File: src/rtl/adder_rr_arbiter_if.sv
// Request/response bundle for the shared three-operand adder.
// The arbiter sits on the slave side; requesters and the consumer use master.
interface adder_rr_arbiter_if #(
    parameter int N_REQ = 4,
    parameter int W     = 3
);
    localparam int IDW = $clog2(N_REQ);

    logic [N_REQ-1:0]   req_valid;
    logic [N_REQ*W-1:0] req_a;
    logic [N_REQ*W-1:0] req_b;
    logic [N_REQ*W-1:0] req_c;
    logic [N_REQ-1:0]   req_ready;
    logic               rsp_valid;
    logic               rsp_ready;
    logic [W+1:0]       rsp_sum;
    logic [IDW-1:0]     rsp_id;
    logic               rsp_ovf;
    logic [7:0]         ovf_cnt;

    modport master (
        output req_valid, req_a, req_b, req_c, rsp_ready,
        input  req_ready, rsp_valid, rsp_sum, rsp_id, rsp_ovf, ovf_cnt
    );

    modport slave (
        input  req_valid, req_a, req_b, req_c, rsp_ready,
        output req_ready, rsp_valid, rsp_sum, rsp_id, rsp_ovf, ovf_cnt
    );
endinterface

File: src/rtl/adder_rr_arbiter.sv
// Round-robin arbiter sharing one a+b+c adder among N_REQ requesters.
// One-entry registered result stage, tagged with the winning index.
module adder_rr_arbiter #(
    parameter int N_REQ = 4,
    parameter int W     = 3
) (
    input  logic              clk,
    input  logic              rst_n,
    adder_rr_arbiter_if.slave bus
);
    localparam int IDW = $clog2(N_REQ);
    localparam int SW  = W + 2;
    localparam logic [SW-1:0]  MAXW = SW'((1 << W) - 1);
    localparam logic [IDW-1:0] LAST = IDW'(N_REQ - 1);

    typedef enum logic {EMPTY, FULL} state_t;

    state_t         state;
    logic [IDW-1:0] ptr;
    logic [IDW-1:0] win;
    logic [IDW:0]   idx;
    logic           found;
    logic           accept;
    logic           grant;
    logic [W-1:0]   sa;
    logic [W-1:0]   sb;
    logic [W-1:0]   sc;
    logic [SW-1:0]  sum;

    // Take a new result when empty or draining; reset holds grants off.
    assign accept = rst_n && (state == EMPTY || bus.rsp_ready);
    assign grant  = accept && found;
    assign bus.rsp_valid = (state == FULL);

    // Rotating-priority search starting at ptr.
    always_comb begin
        found = 1'b0;
        win   = '0;
        idx   = '0;
        for (int k = 0; k < N_REQ; k++) begin
            idx = {1'b0, ptr} + (IDW+1)'(k);
            if (idx >= (IDW+1)'(N_REQ))
                idx = idx - (IDW+1)'(N_REQ);
            if (!found && bus.req_valid[idx[IDW-1:0]]) begin
                found = 1'b1;
                win   = idx[IDW-1:0];
            end
        end
    end

    // One-hot grant, independent of the operand values.
    always_comb begin
        bus.req_ready = '0;
        if (grant)
            bus.req_ready[win] = 1'b1;
    end

    // Steer the winner's operands into the full-width adder.
    always_comb begin
        sa = '0;
        sb = '0;
        sc = '0;
        for (int k = 0; k < N_REQ; k++) begin
            if (IDW'(k) == win) begin
                sa = bus.req_a[k*W +: W];
                sb = bus.req_b[k*W +: W];
                sc = bus.req_c[k*W +: W];
            end
        end
        sum = SW'(sa) + SW'(sb) + SW'(sc);
    end

    // Result register, EMPTY/FULL state, pointer and overflow counter.
    always_ff @(posedge clk or negedge rst_n) begin
        if (!rst_n) begin
            state       <= EMPTY;
            ptr         <= '0;
            bus.rsp_sum <= '0;
            bus.rsp_id  <= '0;
            bus.rsp_ovf <= 1'b0;
            bus.ovf_cnt <= '0;
        end else if (grant) begin
            state       <= FULL;
            bus.rsp_sum <= sum;
            bus.rsp_id  <= win;
            bus.rsp_ovf <= (sum > MAXW);
            ptr         <= (win == LAST) ? '0 : win + IDW'(1);
            if (sum > MAXW && bus.ovf_cnt != 8'hFF)
                bus.ovf_cnt <= bus.ovf_cnt + 8'd1;
        end else if (state == FULL && bus.rsp_ready) begin
            state <= EMPTY;
        end
    end
endmodule

File: src/flat_wrapper.sv
// flat-port wrapper written by rule: the top's interface ports become plain ports
module adder_rr_arbiter_flat 
#(
    parameter int N_REQ = 4,
    parameter int W     = 3
)
  (clk, rst_n, bus_req_valid, bus_req_a, bus_req_b, bus_req_c, bus_rsp_ready, bus_req_ready, bus_rsp_valid, bus_rsp_sum, bus_rsp_id, bus_rsp_ovf, bus_ovf_cnt);
  adder_rr_arbiter_if #(.N_REQ(N_REQ), .W(W)) bus_i ();
  input  logic clk;
  input  logic rst_n;
  input wire logic [$bits(bus_i.req_valid)-1:0] bus_req_valid;
  input wire logic [$bits(bus_i.req_a)-1:0] bus_req_a;
  input wire logic [$bits(bus_i.req_b)-1:0] bus_req_b;
  input wire logic [$bits(bus_i.req_c)-1:0] bus_req_c;
  input wire logic [$bits(bus_i.rsp_ready)-1:0] bus_rsp_ready;
  output wire logic [$bits(bus_i.req_ready)-1:0] bus_req_ready;
  output wire logic [$bits(bus_i.rsp_valid)-1:0] bus_rsp_valid;
  output wire logic [$bits(bus_i.rsp_sum)-1:0] bus_rsp_sum;
  output wire logic [$bits(bus_i.rsp_id)-1:0] bus_rsp_id;
  output wire logic [$bits(bus_i.rsp_ovf)-1:0] bus_rsp_ovf;
  output wire logic [$bits(bus_i.ovf_cnt)-1:0] bus_ovf_cnt;
  assign bus_i.req_valid = bus_req_valid;
  assign bus_i.req_a = bus_req_a;
  assign bus_i.req_b = bus_req_b;
  assign bus_i.req_c = bus_req_c;
  assign bus_i.rsp_ready = bus_rsp_ready;
  assign bus_req_ready = bus_i.req_ready;
  assign bus_rsp_valid = bus_i.rsp_valid;
  assign bus_rsp_sum = bus_i.rsp_sum;
  assign bus_rsp_id = bus_i.rsp_id;
  assign bus_rsp_ovf = bus_i.rsp_ovf;
  assign bus_ovf_cnt = bus_i.ovf_cnt;
  adder_rr_arbiter #(.N_REQ(N_REQ), .W(W)) u_core (.clk(clk), .rst_n(rst_n), .bus(bus_i));
endmodule
File: config.mk
export PLATFORM = sky130hd
export DESIGN_NAME = adder_rr_arbiter_flat
export DESIGN_NICKNAME = d
export VERILOG_FILES = /design/src/rtl/adder_rr_arbiter_if.sv /design/src/rtl/adder_rr_arbiter.sv /design/src/flat_wrapper.sv
export SDC_FILE = /design/constraint.sdc
export NUM_CORES = 1
export LEC_CHECK = 0
export ABC_AREA = 1
export BUFFER_PORTS_ARGS = -buffer_cell sky130_fd_sc_hd__buf_2
export CORE_MARGIN = 2
export CORE_UTILIZATION = 39
export CTS_CLUSTER_SIZE = 28
export DETAILED_ROUTE_END_ITERATION = 10
export GPL_ROUTABILITY_DRIVEN = 0
export PLACE_DENSITY = 0.66
export SKIP_CTS_REPAIR_TIMING = 1
export SYNTH_ARGS = -nofsm -noshare
export SYNTH_HDL_FRONTEND = slang
export SYNTH_SLANG_ARGS = --single-unit
File: constraint.sdc
create_clock -name clk -period 4.47 [get_ports clk]
set_input_delay 0.447 -clock clk [delete_from_list [all_inputs] [get_ports clk]]
set_output_delay 0.447 -clock clk [all_outputs]
set_load 0.005 [all_outputs]
After elaboration in Yosys (flattened, before gate mapping)
Index checks and enable logic that the tools add are counted.
Storage, ports and cells
  register bits: 19
  input bits: 43
  output and inout port bits: 21
  logic and storage cells: 87
Operators by class
  add/sub/neg operators: 11
  $lt $le $gt $ge: 11
  equal/unequal tests: 5
  mux-type cells: 38
  bitwise operators: 1
  reduce and logical (&&, ||, !) cells: 15
Operator list (count)
  $mux W3: 12
  $mux W2: 9
  $lt A2 B3 Y1 const B: 5
  $mux W1: 11
  $ge A3 B3 Y1 const B: 3
  $add A8 B1 Y8 const B: 1
  $bmux W1 S2: 4
  $logic_and A1 B1 Y1: 8
  $ne A8 B8 Y1 const B: 1
  $sub A2 B1 Y2 const B: 4
  $add A2 B2 Y3 const B: 2
  $add A5 B3 Y5: 1
  $gt A5 B3 Y1 const B: 1
  $add A3 B3 Y4: 1
  $eq A2 B2 Y1 const A: 2
  $mux W4: 1
  $add A2 B1 Y3 const B: 1
  $ge A2 B3 Y1 const B: 1
  $logic_not A1 Y1: 3
  $add A2 B1 Y2 const B: 1
  $demux W1 S2: 1
  $eq A1 B2 Y1 const A: 1
  $eq A2 B2 Y1 const B: 1
  $ge A2 B1 Y1 const B: 1
  5 further kinds: 5

Depth between registers and ports, before layout
  depth after elaboration: 24
  mapped depth: 28
  gate-level depth less buffers: 28

Worst setup path after synthesis
Ideal clock, no wire load.
  kind: flip-flop to flip-flop
  start: register u_core.ptr[0]
  end: register u_core.bus.ovf_cnt[0]
  library setup time: 65 ps
  data arrival time: 3867 ps
  setup slack: 538 ps
  stages on the path, launching flop included: 27
  buffers on the path: 2
  clock period less this slack: 3932 ps
  path through: dfrtp_1 -> buf_4 -> nand2_1 -> nand2_1 -> nand2_4 -> nand2_4 -> nor2_8 -> nand3_4 -> nand3_1 -> inv_1 -> ha_1 -> clkbuf_1 -> a22oi_1 -> nand2_1 -> o21ai_0 -> a21oi_1 -> ha_1 -> fa_1 -> xor2_1 -> ha_1 -> a21oi_1 -> nand3_1 -> nand3_1 -> nand2_1 -> nor2_4 -> nand2_1 -> nand2_1
Between the ends
  cells in the longest elaborated chain, start to end: 24
Ends and longest elaborated chain
  start, declared: line adder_rr_arbiter.sv:19  | logic [IDW-1:0] ptr;
  start signal, assigned: line adder_rr_arbiter.sv:87  | ptr <= (win == LAST) ? '0 : win + IDW'(1);
  parallel branches: the longest is 13 deep, another holds $add A2 B1 Y3
  $mux W2 (*): line adder_rr_arbiter.sv:44  | if (!found && bus.req_valid[idx[IDW-1:0]]) begin
  net u_core.win[0]: line adder_rr_arbiter.sv:20  | logic [IDW-1:0] win;
  $logic_not A2 Y1: line adder_rr_arbiter.sv:64  | if (IDW'(k) == win) begin
  $mux W3 (4 in a row): line adder_rr_arbiter.sv:64
  $add A3 B3 Y4: line adder_rr_arbiter.sv:70  | sum = SW'(sa) + SW'(sb) + SW'(sc);
  $add A5 B3 Y5 (*): line adder_rr_arbiter.sv:70
  $gt A5 B3 Y1 (*): line adder_rr_arbiter.sv:88  | if (sum > MAXW && bus.ovf_cnt != 8'hFF)
  $logic_and A1 B1 Y1 (*): line adder_rr_arbiter.sv:88
  $reduce_and A2 Y1 (no source line) (*)
  end signal, assigned: line adder_rr_arbiter.sv:89  | bus.ovf_cnt <= bus.ovf_cnt + 8'd1;
  end, declared: line adder_rr_arbiter_if.sv:28  | output req_ready, rsp_valid, rsp_sum, rsp_id, rsp_ovf, ovf_cnt
Mark *: on every way through the listed nets, which the timed path passes. The select of a mux whose other input is x is not followed.
A chain may end at the register's enable or synchronous reset.

Final worst setup path
  start: register u_core.ptr[0]
  end: register u_core.bus.ovf_cnt[1]
Same word-level chain as after synthesis.

==> out/qor.yml <==
async_reset_ff_share_pct: 100
ios: 64
synth_top_cell_by_area: "dfrtp_1"
yosysUniqueCellTypes: 27
antenna_found_initial: 0
cp.required_ns: 4.61
crit_fanout: 8
wl_per_cell_um: 12.1
area_growth_pct: 32.0
fillers: 395
max_freq_mhz: 240
htree_levels: 1
synth.area.top_cells: "dfrtp_1, nand2_1, ha_1"
num_rows: 23
routedLengthMet1_mm: 2.09
routed_wl_mm: 4.39
outcome: "finished clean"
dieArea_sq_um: 4850
synth-seq-area-share_pct: 28.3
hold_path.class: "primary input to asynchronous set/reset pin"
setup_tns_ns: 0
cts_made_buffers: 3
start_util_pct: 41.1
clk_latency_ns: 0.25
worstMarginPinSlew_ns: 0.469
fin_crit_ns: 4.17
route.met3.wl_um: 200
wl_met2_mm: 2.10
crit_path_frequent_cell: "nand2_1"
grt_pass1_wl_mm: 6.82
cp-start-kind: "register"
cts_tree: "built"
syn-cell-area_sq_um: 1680
dieWidth_um: 69.6
clock_sinks: 19
critPathCaptureType: "register"
gr-total-overflow: 0
topRoutingLayerUsed: "met3"
dr.pass1.iters: 4
layout.nets: 371
root_buffer: "clkbuf_8"
fin_crit_sh_pct: 93.2
drt-initial-drc-count: 84
die_height_um: 69.6
drive_gt1_share_pct: 34.7
port_buffers: 63
arrival_ns: 4.31
num_antenna_cells: 0
relSlewSlack_pct: 68.7
fin_util_pct: 54.3
cts.path.max_buffers: 2
multi_input_area_sq_um: 1180
placed_area_sq_um: 2040
yosys_register_bits: 19
drc: 0
design.core.area_sq_um: 4090
num_vias: 1774
syn-num-nets: 300
yosysWarnings: 0
crit_type: "register to register"
hold_viol: 0
final_cells: 364
slew_viol_final: 0
finalSetupViolCount: 0
synth_top_area_share_pct: 28.3
ant_nets: 0
regArea_sq_um: 477
groute.usage.overall_pct: 16.5
placedCellCount: 354
skew_ns: 0.00425
viasPerCell: 4.87
slowest_stage: "fa_2"
synth_cells: 244
grt_pass1_vias: 1547
drv_cap: 0
grt_max_degree: 21
synth_enable_flop_cells: 0
dominantRegCellSynth: "dfrtp_1"
clkTransAtPathRegs_ns: 0.07
syn_area_per_cell_sq_um: 6.89
slowest_delay_ns: 0.46
hpwl_mm: 3.34
stdcell_area_sq_um: 2220
-- synth_stat cells, types with 4 or more instances --
cell / n
ha_1: 11
dfrtp_1: 19
xor2_1: 5
inv_1: 19
nor2_1: 14
nand3_1: 16
nand2_2: 4
o21ai_0: 17
a21oi_1: 10
a22oi_1: 6
nand2_1: 95
-- final cells by class --
class	instances	area share (%)
clock buffers	4	2.03
inverters	22	3.89
well taps	50	2.82
flip-flops and latches	19	21.5
repair buffers	71	16.7
multi-input cells	198	53.1
-- metrics by stage --
stage,hold slack (ns),setup WS (ns)
2_1_floorplan,0.151,0.538
3_3_place_gp,0.422,0.172
6_report,0.142,0.304
4_1_cts,0.145,-0.0177
3_5_place_dp,0.423,0.00893
5_1_grt,0.168,-0.0239
-- cells in the final DEF, fill, tap and decap left out, types with 4 or more instances in the layout --
master | synthesis | layout
nand2_1 | 95 | 92
buf_2 | 0 | 65
dfrtp_1 | 19 | 18
inv_1 | 19 | 17
o21ai_0 | 17 | 15
nor2_1 | 14 | 14
nand3_1 | 16 | 10
ha_1 | 11 | 8
nand2_2 | 4 | 7
nand3_2 | 2 | 7
a21oi_1 | 10 | 7
a22oi_1 | 6 | 6
buf_4 | 1 | 6
o21ai_1 | 3 | 5
xor2_1 | 5 | 5
inv_2 | 3 | 4
-- worst max-delay path, delay by kind of cell (launching register included) --
family	cells	cell delay, ns
AOI/OAI and AO/OA	2	0.21
and+or+nand+nor	17	1.44
adders and majority gates	4	1.35
DFF	1	0.44
buffers and inverters	4	0.61
-- state kept, by name, indices dropped and copies added, names as in the netlist --
register / flops
u_core.bus.ovf_cnt: 8
u_core.bus.rsp_sum: 5
u_core.bus.rsp_id: 2
u_core.ptr: 2
u_core.bus.rsp_ovf: 1
u_core.bus.rsp_valid: 1
-- cells by family after synthesis --
logic type	count (synthesis)	share of synthesized area (%)
AO/OA/AOI/OAI	37	12.1
XOR/XNOR	8	4.17
adder cells (fa/ha/maj)	13	10.6
buffers and inverters	27	6.70
flip-flops	19	28.3
AND/OR/NAND/NOR	140	38.2
-- layer usage --
| layer | vias to the layer above | GRT usage [%] |
|---|---|---|
| li1 | 927 | - |
| met1 | 804 | 23.1 |
| met2 | 43 | 28.1 |
| met3 | 0 | 3.05 |
| met4 | 0 | 0.641 |
| met5 | - | 0 |
-- worst paths after layout --
kind | from | cells past startpoint | slack, ns | to
setup / recovery | u_core.ptr[0] | 27 | 0.30 | u_core.bus.ovf_cnt[1]
hold / removal | rst_n | 1 | 0.14 | u_core.bus.ovf_cnt[5]
setup reg to reg | u_core.ptr[0] | 27 | 0.30 | u_core.bus.ovf_cnt[1]
hold reg to reg | u_core.bus.rsp_id[0] | 2 | 0.48 | u_core.bus.rsp_id[0]
max in group asynchronous | rst_n | 1 | 3.98 | u_core.ptr[0]
min in group clk | bus_rsp_ready | 2 | 0.37 | u_core.bus.rsp_valid
Power is not shown: default switching activity piles up to over one toggle a cycle in this logic, so the estimate is an artifact.
